[src/rtl/inst_encoder.sv]
// RV32I instruction encoder: packs decoded fields into instruction words and
// expands LI into LUI+ADDI. Optional range checking via INST_ENC_RANGE_CHECK_EN.
module inst_encoder #(
    parameter logic [31:0] NOP_WORD = 32'h00000013
) (
    input  logic        clk,
    input  logic        rst_n,
    input  logic        in_valid,
    output logic        in_ready,
    input  logic [2:0]  fmt,
    input  logic [4:0]  rd,
    input  logic [4:0]  rs1,
    input  logic [4:0]  rs2,
    input  logic [2:0]  funct3,
    input  logic [6:0]  funct7,
    input  logic [31:0] imm,
    output logic        out_valid,
    input  logic        out_ready,
    output logic [31:0] inst,
    output logic        err,
    output logic        last,
    output logic        dbg_state
);
    // Handshake: a side transfers when its valid and ready are both high in
    // the same cycle; a presented word holds stable until it transfers.

    typedef enum logic {IDLE, LI_ADDI} state_e;

    localparam logic [6:0] OP_LOAD   = 7'b0000011;
    localparam logic [6:0] OP_OPIMM  = 7'b0010011;
    localparam logic [6:0] OP_STORE  = 7'b0100011;
    localparam logic [6:0] OP_LUI    = 7'b0110111;
    localparam logic [6:0] OP_JAL    = 7'b1101111;
    localparam logic [6:0] OP_JALR   = 7'b1100111;
    localparam logic [6:0] OP_BRANCH = 7'b1100011;

    state_e      state_q;
    logic        out_valid_q, err_q, last_q;
    logic [31:0] inst_q;
    logic [4:0]  li_rd_q;
    logic [11:0] li_lo_q;

    logic [31:0] word_d;
    logic        err_d, last_d, li2_d;
    logic        fits12, is_shift;
    logic [31:0] li_sum;
    logic        unused_funct7;

    assign unused_funct7 = ^{funct7[6], funct7[4:0]};
    assign fits12   = (&imm[31:11]) | ~(|imm[31:11]);
    assign is_shift = (funct3 == 3'b001) || (funct3 == 3'b101);
    assign li_sum   = imm + 32'h0000_0800;

`ifdef INST_ENC_RANGE_CHECK_EN
    logic range_bad;
    always_comb begin
        range_bad = 1'b0;
        case (fmt)
            3'd0, 3'd5: range_bad = !fits12;
            3'd1:       range_bad = is_shift ? (|imm[31:5]) : !fits12;
            3'd2:       range_bad = !fits12;
            3'd3:       range_bad = |imm[11:0];
            3'd4:       range_bad = !((&imm[31:20]) | ~(|imm[31:20])) || imm[0];
            3'd6:       range_bad = !((&imm[31:12]) | ~(|imm[31:12])) || imm[0];
            default:    range_bad = 1'b0;
        endcase
    end
`endif

    always_comb begin
        word_d = '0;
        err_d  = 1'b0;
        last_d = 1'b1;
        li2_d  = 1'b0;
        case (fmt)
            3'd0: word_d = {imm[11:0], rs1, funct3, rd, OP_LOAD};
            3'd1: begin
                if (is_shift)
                    word_d = {1'b0, funct7[5], 5'b0, imm[4:0], rs1, funct3, rd, OP_OPIMM};
                else
                    word_d = {imm[11:0], rs1, funct3, rd, OP_OPIMM};
            end
            3'd2: word_d = {imm[11:5], rs2, rs1, funct3, imm[4:0], OP_STORE};
            3'd3: word_d = {imm[31:12], rd, OP_LUI};
            3'd4: word_d = {imm[20], imm[10:1], imm[11], imm[19:12], rd, OP_JAL};
            3'd5: word_d = {imm[11:0], rs1, funct3, rd, OP_JALR};
            3'd6: word_d = {imm[12], imm[10:5], rs2, rs1, funct3, imm[4:1], imm[11], OP_BRANCH};
            default: begin
                // LI: a rounded-up LUI compensates for the sign-extended ADDI low part
                if (fits12) begin
                    word_d = {imm[11:0], 5'd0, 3'b000, rd, OP_OPIMM};
                end else begin
                    word_d = {li_sum[31:12], rd, OP_LUI};
                    li2_d  = |imm[11:0];
                    last_d = ~(|imm[11:0]);
                end
            end
        endcase
`ifdef INST_ENC_RANGE_CHECK_EN
        if (range_bad) begin
            word_d = NOP_WORD;
            err_d  = 1'b1;
            last_d = 1'b1;
        end
`endif
    end

    assign in_ready = (state_q == IDLE) && (!out_valid_q || out_ready);

    always_ff @(posedge clk or negedge rst_n) begin
        if (!rst_n) begin
            state_q     <= IDLE;
            out_valid_q <= 1'b0;
            inst_q      <= '0;
            err_q       <= 1'b0;
            last_q      <= 1'b0;
            li_rd_q     <= '0;
            li_lo_q     <= '0;
        end else if (in_valid && in_ready) begin
            out_valid_q <= 1'b1;
            inst_q      <= word_d;
            err_q       <= err_d;
            last_q      <= last_d;
            li_rd_q     <= rd;
            li_lo_q     <= imm[11:0];
            state_q     <= li2_d ? LI_ADDI : IDLE;
        end else if (state_q == LI_ADDI && out_ready) begin
            inst_q  <= {li_lo_q, li_rd_q, 3'b000, li_rd_q, OP_OPIMM};
            err_q   <= 1'b0;
            last_q  <= 1'b1;
            state_q <= IDLE;
        end else if (out_valid_q && out_ready) begin
            out_valid_q <= 1'b0;
        end
    end

    assign out_valid = out_valid_q;
    assign inst      = inst_q;
    assign err       = err_q;
    assign last      = last_q;
    assign dbg_state = (state_q == LI_ADDI);

endmodule
[config.mk]
export PLATFORM = sky130hd
export DESIGN_NAME = inst_encoder
export DESIGN_NICKNAME = d
export VERILOG_FILES = /design/src/rtl/inst_encoder.sv
export SDC_FILE = /design/constraint.sdc
export NUM_CORES = 1
export LEC_CHECK = 0
export CAP_MARGIN = 20
export CORE_ASPECT_RATIO = 1.2
export CORE_MARGIN = 2
export CORE_UTILIZATION = 58
export CTS_CLUSTER_DIAMETER = 80
export DETAILED_ROUTE_END_ITERATION = 16
export DONT_BUFFER_PORTS = 1
export GPL_ROUTABILITY_DRIVEN = 0
export MAX_ROUTING_LAYER = met4
export PLACE_DENSITY = 0.76
export SLEW_MARGIN = 20
export SYNTH_ARGS = -nofsm -noshare
export SYNTH_HDL_FRONTEND = slang
export SYNTH_SLANG_ARGS = --single-unit
[constraint.sdc]
create_clock -name clk -period 1.6 [get_ports clk]
set_input_delay 0.32 -clock clk [delete_from_list [all_inputs] [get_ports clk]]
set_output_delay 0.32 -clock clk [all_outputs]
set_load 0.005 [all_outputs]
* Word level (Yosys, flattened, before mapping)
Index checks and enable logic that the tools add are counted.
Operators by class: reduce and logical (&&, ||, !) cells 15, eq/ne operators 9, bitwise logic cells 4, muxes and demuxes 18, add/sub/neg operators 1
Operators with widths (count):
- 32-bit one-hot mux with 7 select lines | 1
- 32-bit 2-to-1 mux | 4
- 32-bit by 12-bit adder with 32-bit output, second input constant | 1
- 21-bit AND reduction | 1
- 21-bit OR reduction | 1
- 1-bit 2-to-1 mux | 13
- 3-bit == test, second input constant | 4
- 12-bit OR reduction | 1
- 7-bit OR reduction | 1
- 3-bit by 1-bit == test with 1-bit output, second input constant | 2
- 3-bit by 2-bit == test with 1-bit output, second input constant | 2
- 1-bit logical AND | 4
- 2-bit nonzero test | 2
- 3-bit zero test | 1
- 1-bit inverter | 3
- 1-bit logical OR | 2
- 2-bit inequality test, second input constant | 1
- 2-bit AND reduction | 1
- 1-bit zero test | 1
- 1-bit OR | 1
Storage, ports and cells: bits of input ports 64, word-level logic and storage cells 54, output and inout port bits 37, register bits 53

* Longest topological paths before layout
word-level depth 7, mapped depth 10, mapped depth without buffers 8

* Worst setup path before layout
No wires, ideal clock.
path type input -> register, start point in imm[11], end point reg inst_q[21], in the netlist inst[21], data arrival time 1.700 ns, data required time 1.474 ns, path buffers 2, setup time 0.126 ns, stages on the path 9, setup slack -0.226 ns, path through clkbuf_2 > inv_1 > ha_1 > nor4b_1 > and3_1 > nand3_1 > and3b_4 > buf_6 > a221o_1
On the way: word-level cells in the longest chain between the ends 6, elaborated cells on any way between the ends 8, classes of those cells 1 x add/sub; 3 x mux; 2 x bitwise; 2 x reduce/logical
RTL lines:
- start, declared | line 16 | input logic [31:0] imm,
- branches (longest 3 deep; another with 32-bit by 12-bit adder with 32-bit output)
- 32-bit 2-to-1 mux (*) | line 90 | if (fits12) begin
- 32-bit one-hot mux with 7 select lines (*) | line 75 | case (fmt)
- 32-bit 2-to-1 mux (*) | line 119 | end else if (in_valid && in_ready) begin
- end signal, assigned | line 121 | inst_q <= word_d;
- end signal, assigned | line 128 | inst_q <= {li_lo_q, li_rd_q, 3'b000, li_rd_q, OP_OPIMM};
- end, declared | line 39 | logic [31:0] inst_q;
Every way passes the cells marked *. A chain may end at the register's enable or synchronous reset.

* Worst setup path after layout
start point reg state_q, in the netlist dbg_state, end point reg inst_q[22], in the netlist inst[22]
On the way: word-level cells in the longest chain between the ends 4, elaborated cells on any way between the ends 6, classes of those cells 1 x mux; 1 x bitwise; 4 x reduce/logical
RTL lines:
- start, declared | line 37 | state_e state_q;
- start signal, assigned | line 126 | state_q <= li2_d ? LI_ADDI : IDLE;
- 1-bit inverter | line 108 | assign in_ready = (state_q == IDLE) && (!out_valid_q || out_ready);
- 1-bit logical AND | line 108
- 1-bit logical AND | line 119
- 32-bit 2-to-1 mux or 2-bit nonzero test (tied branches)
Several ways; a longest one is shown, not always the timed one.

==> results.cfg <==
[cts]
cts.clk_slew.worst_paths_ps = 100
root_buffer = clkbuf_8
cts.sinks = 51
clkLatencyLatePin_ps = 310
clock_path_buffers = 2
cts_tree = built
numCtsBuffers = 5
htreeDepth = 2

[outcome]
violations = setup timing
status = finished, violations left

[hold_path]
hold_depth = 1
hold_path.startpoint = out_ready
min_to = dbg_state$_DFFE_PN0P_
min-delay-path-class = in -> reg

[route]
wl_met3_um = 1050
top_layer_used = met4
drt-total-wl_um = 10700
ant_nets = 0
drt-initial-drc-count = 304
wl_per_cell_um = 22.1
firstDrtPassIters = 5
drt-met1-wl_um = 4140
wl_met2_um = 5180
drc = 0
num_vias = 3360
via_per_inst = 6.93

[sta]
fin_crit_ps = 1680
finalCritPeriodShare_pct = 105
rsz0062_at_grt = true
finalSetupViolCount = 11
fmax_mhz = 597
finalWorstSetupSlack_ps = -76.0
hold_viol_final = 0
finClkSkew_ps = 9.79
setup_tns_ps = -563
drv_slew = 0
tightest_slew_ps = 631
max_slew_margin_pct = 57.7

[synth]
synth_edf_count = 0
dominantRegCellSynth = dfrtp_1
ys_async_sr_fraction_pct = 100
ys_seq_area_share_pct = 38.4
ys_warn_count = 0
synthesis.area_um2 = 3330
ys_ff_latch = 51
syn_area_per_cell_um2 = 8.55
synth_fp_nets = 455
synth_cell_type_count = 59
synthCells = 389

[setup_path]
required_ps = 1810
worstReg2RegEnd = inst[22]$_DFFE_PN0P_
reg2reg_depth = 6
crit_fanout = 12
critPathCaptureType = flip-flop
r2r_start = dbg_state$_DFFE_PN0P_
crit_type = reg -> reg
crit_slowest_cell = dfrtp_1
critPathArrivalTime_ps = 1880
crit_path_max_incr_delay_ps = 420
start_kind = flip-flop
cp_cell_sequence = nor2_2, o22ai_4, buf_4, a32oi_1, o21ai_0, a221o_1
rrSetupSlack_ps = -80

[power_and_ir_drop]
powerDensity_nw_per_um2 = 886
leakagePower_uw = 0.00173
peakVddDrop_mv = 0.417

[layout]
area_growth_pct = 19.6
fin_nets = 486
final_core_util_pct = 71.1
drive_above_1_share_pct = 22.1
n_antenna_cell = 0

[grt]
grt_pass1_wl_um = 16300
grt.total_usage_pct = 34.3
antenna_found_initial = 0
gr-total-overflow = 0
grt_pass1_vias = 3273
grt_max_degree = 52

[floorplan]
chipHeight_um = 87.0
die_area_um2 = 6360
row_count = 30
initial_core_util_pct = 59.5
io_pins = 101
die_w_um = 73.1
core_area_um2 = 5590

[job]
drv_cap = 0

[placed_design]
portBuffers = 0
hpwlAfterDp_um = 7150
==> per-stage QoR <==
step                instance area, um2  hold slack, ps  setup slack (ps)  power (uW)  cells
floorplan                         3350            24.4              -151        2320    389
global placement                  3560            26.2              -134        2520    458
detailed placement                3560            25.5              -157        2550    458
CTS                               3790            89.6             -24.9        3430    474
global route                      3980            87.6              -173        3730    485
finish                            3980            94.7             -76.0        3520    485
==> Yosys cell counts (9+ instances only) <==
library cell | number | area share [%]
mux2i_1 | 15 | 4.5
a221o_1 | 10 | 3.0
a21oi_1 | 13 | 2.0
o21ai_0 | 31 | 4.7
dfrtp_1 | 51 | 38
clkbuf_1 | 10 | 1.1
nand2_1 | 83 | 9.4
buf_2 | 10 | 1.5
nand3_1 | 16 | 2.4
nor4_1 | 9 | 1.7
nor2_1 | 16 | 1.8
==> registers in the layout, indices dropped and copies added, names as in the netlist <==
| register | cells |
|---|---|
| last | 1 |
| out_valid | 1 |
| inst | 31 |
| li_lo_q | 12 |
| li_rd_q | 5 |
| dbg_state | 1 |
==> cells in the final DEF (no fill, tap or decap), drive strengths merged, types with 2 or more instances in the layout <==
cell	count
a21oi	13
a221o	11
a22o	4
a22oi	5
a31oi	4
a32o	3
a32oi	6
and3	5
and3b	2
buf	50
clkbuf	6
clkinv	2
dfrtp	51
ha	2
inv	6
mux2	3
mux2i	15
nand2	83
nand2b	5
nand3	16
nand3b	2
nand4	7
nor2	17
nor2b	3
nor3	9
nor3b	5
nor4	9
o21a	2
o21ai	32
o221ai	7
o22a	2
o22ai	5
o311ai	2
xnor2	6
xor2	7
==> critical path, delay by kind of cell (launching register included) <==
| kind | cells | cell delay (ps) |
|---|---|---|
| compound gates | 4 | 780 |
| buf+inv | 1 | 180 |
| flops | 1 | 420 |
| simple gates | 1 | 190 |
==> metal layers <==
layer	GRT usage (%)	vias up
li1	-	1500
met1	43.2	1620
met2	52.7	200
met3	9.38	40
met4	12.1	0
met5	-	-
==> worst max-delay path by stage <==
stage	startpoint	endpoint	slack (ps)
floorplan	imm[11]	inst[21]$_DFFE_PN0P_	-150
global placement	imm[11]	inst[27]$_DFFE_PN0P_	-130
detailed placement	dbg_state$_DFFE_PN0P_	inst[7]$_DFFE_PN0P_	-160
CTS	out_valid$_DFFE_PN0P_	inst[26]$_DFFE_PN0P_	-20
global route	dbg_state$_DFFE_PN0P_	inst[22]$_DFFE_PN0P_	-170
finish	dbg_state$_DFFE_PN0P_	inst[22]$_DFFE_PN0P_	-80
==> where the power goes <==
part	total (uW)	switching [uW]	internal (uW)
clock	805	480	325
combinational	977	489	488
sequential	1740	192	1550
==> cell families after synthesis <==
family / Yosys count / synth area share [%]
muxes: 18 / 5.53
AOI/OAI and AO/OA: 105 / 22.1
adders and majority gates: 2 / 0.752
other: 1 / 0.113
DFF: 51 / 38.4
buffers and inverters: 33 / 4.82
xor gates and xnor gates: 13 / 3.42
and+or+nand+nor: 166 / 24.9
==> repair_timing <==
action | CTS | global route
resized for setup | 9 | 24
setup buffers | 6 | 10
hold buffers | 2 | 0
endpoints found under the setup margin | 17 | 22
cloned | 0 | 1
endpoints found under the hold margin | 51 | 0
pin swaps | 1 | 7
==> layout make-up <==
cell class,count,area [um2]
Fill cell,412,1610
Clock buffer,5,68.8
Inverter,5,18.8
Tap cell,64,80.1
Clock inverter,3,28.8
Multi-Input combinational cell,305,2010
Sequential cell,51,1280
Timing Repair Buffer,52,494
No activity file was read; power rests on OpenSTA's default activity.
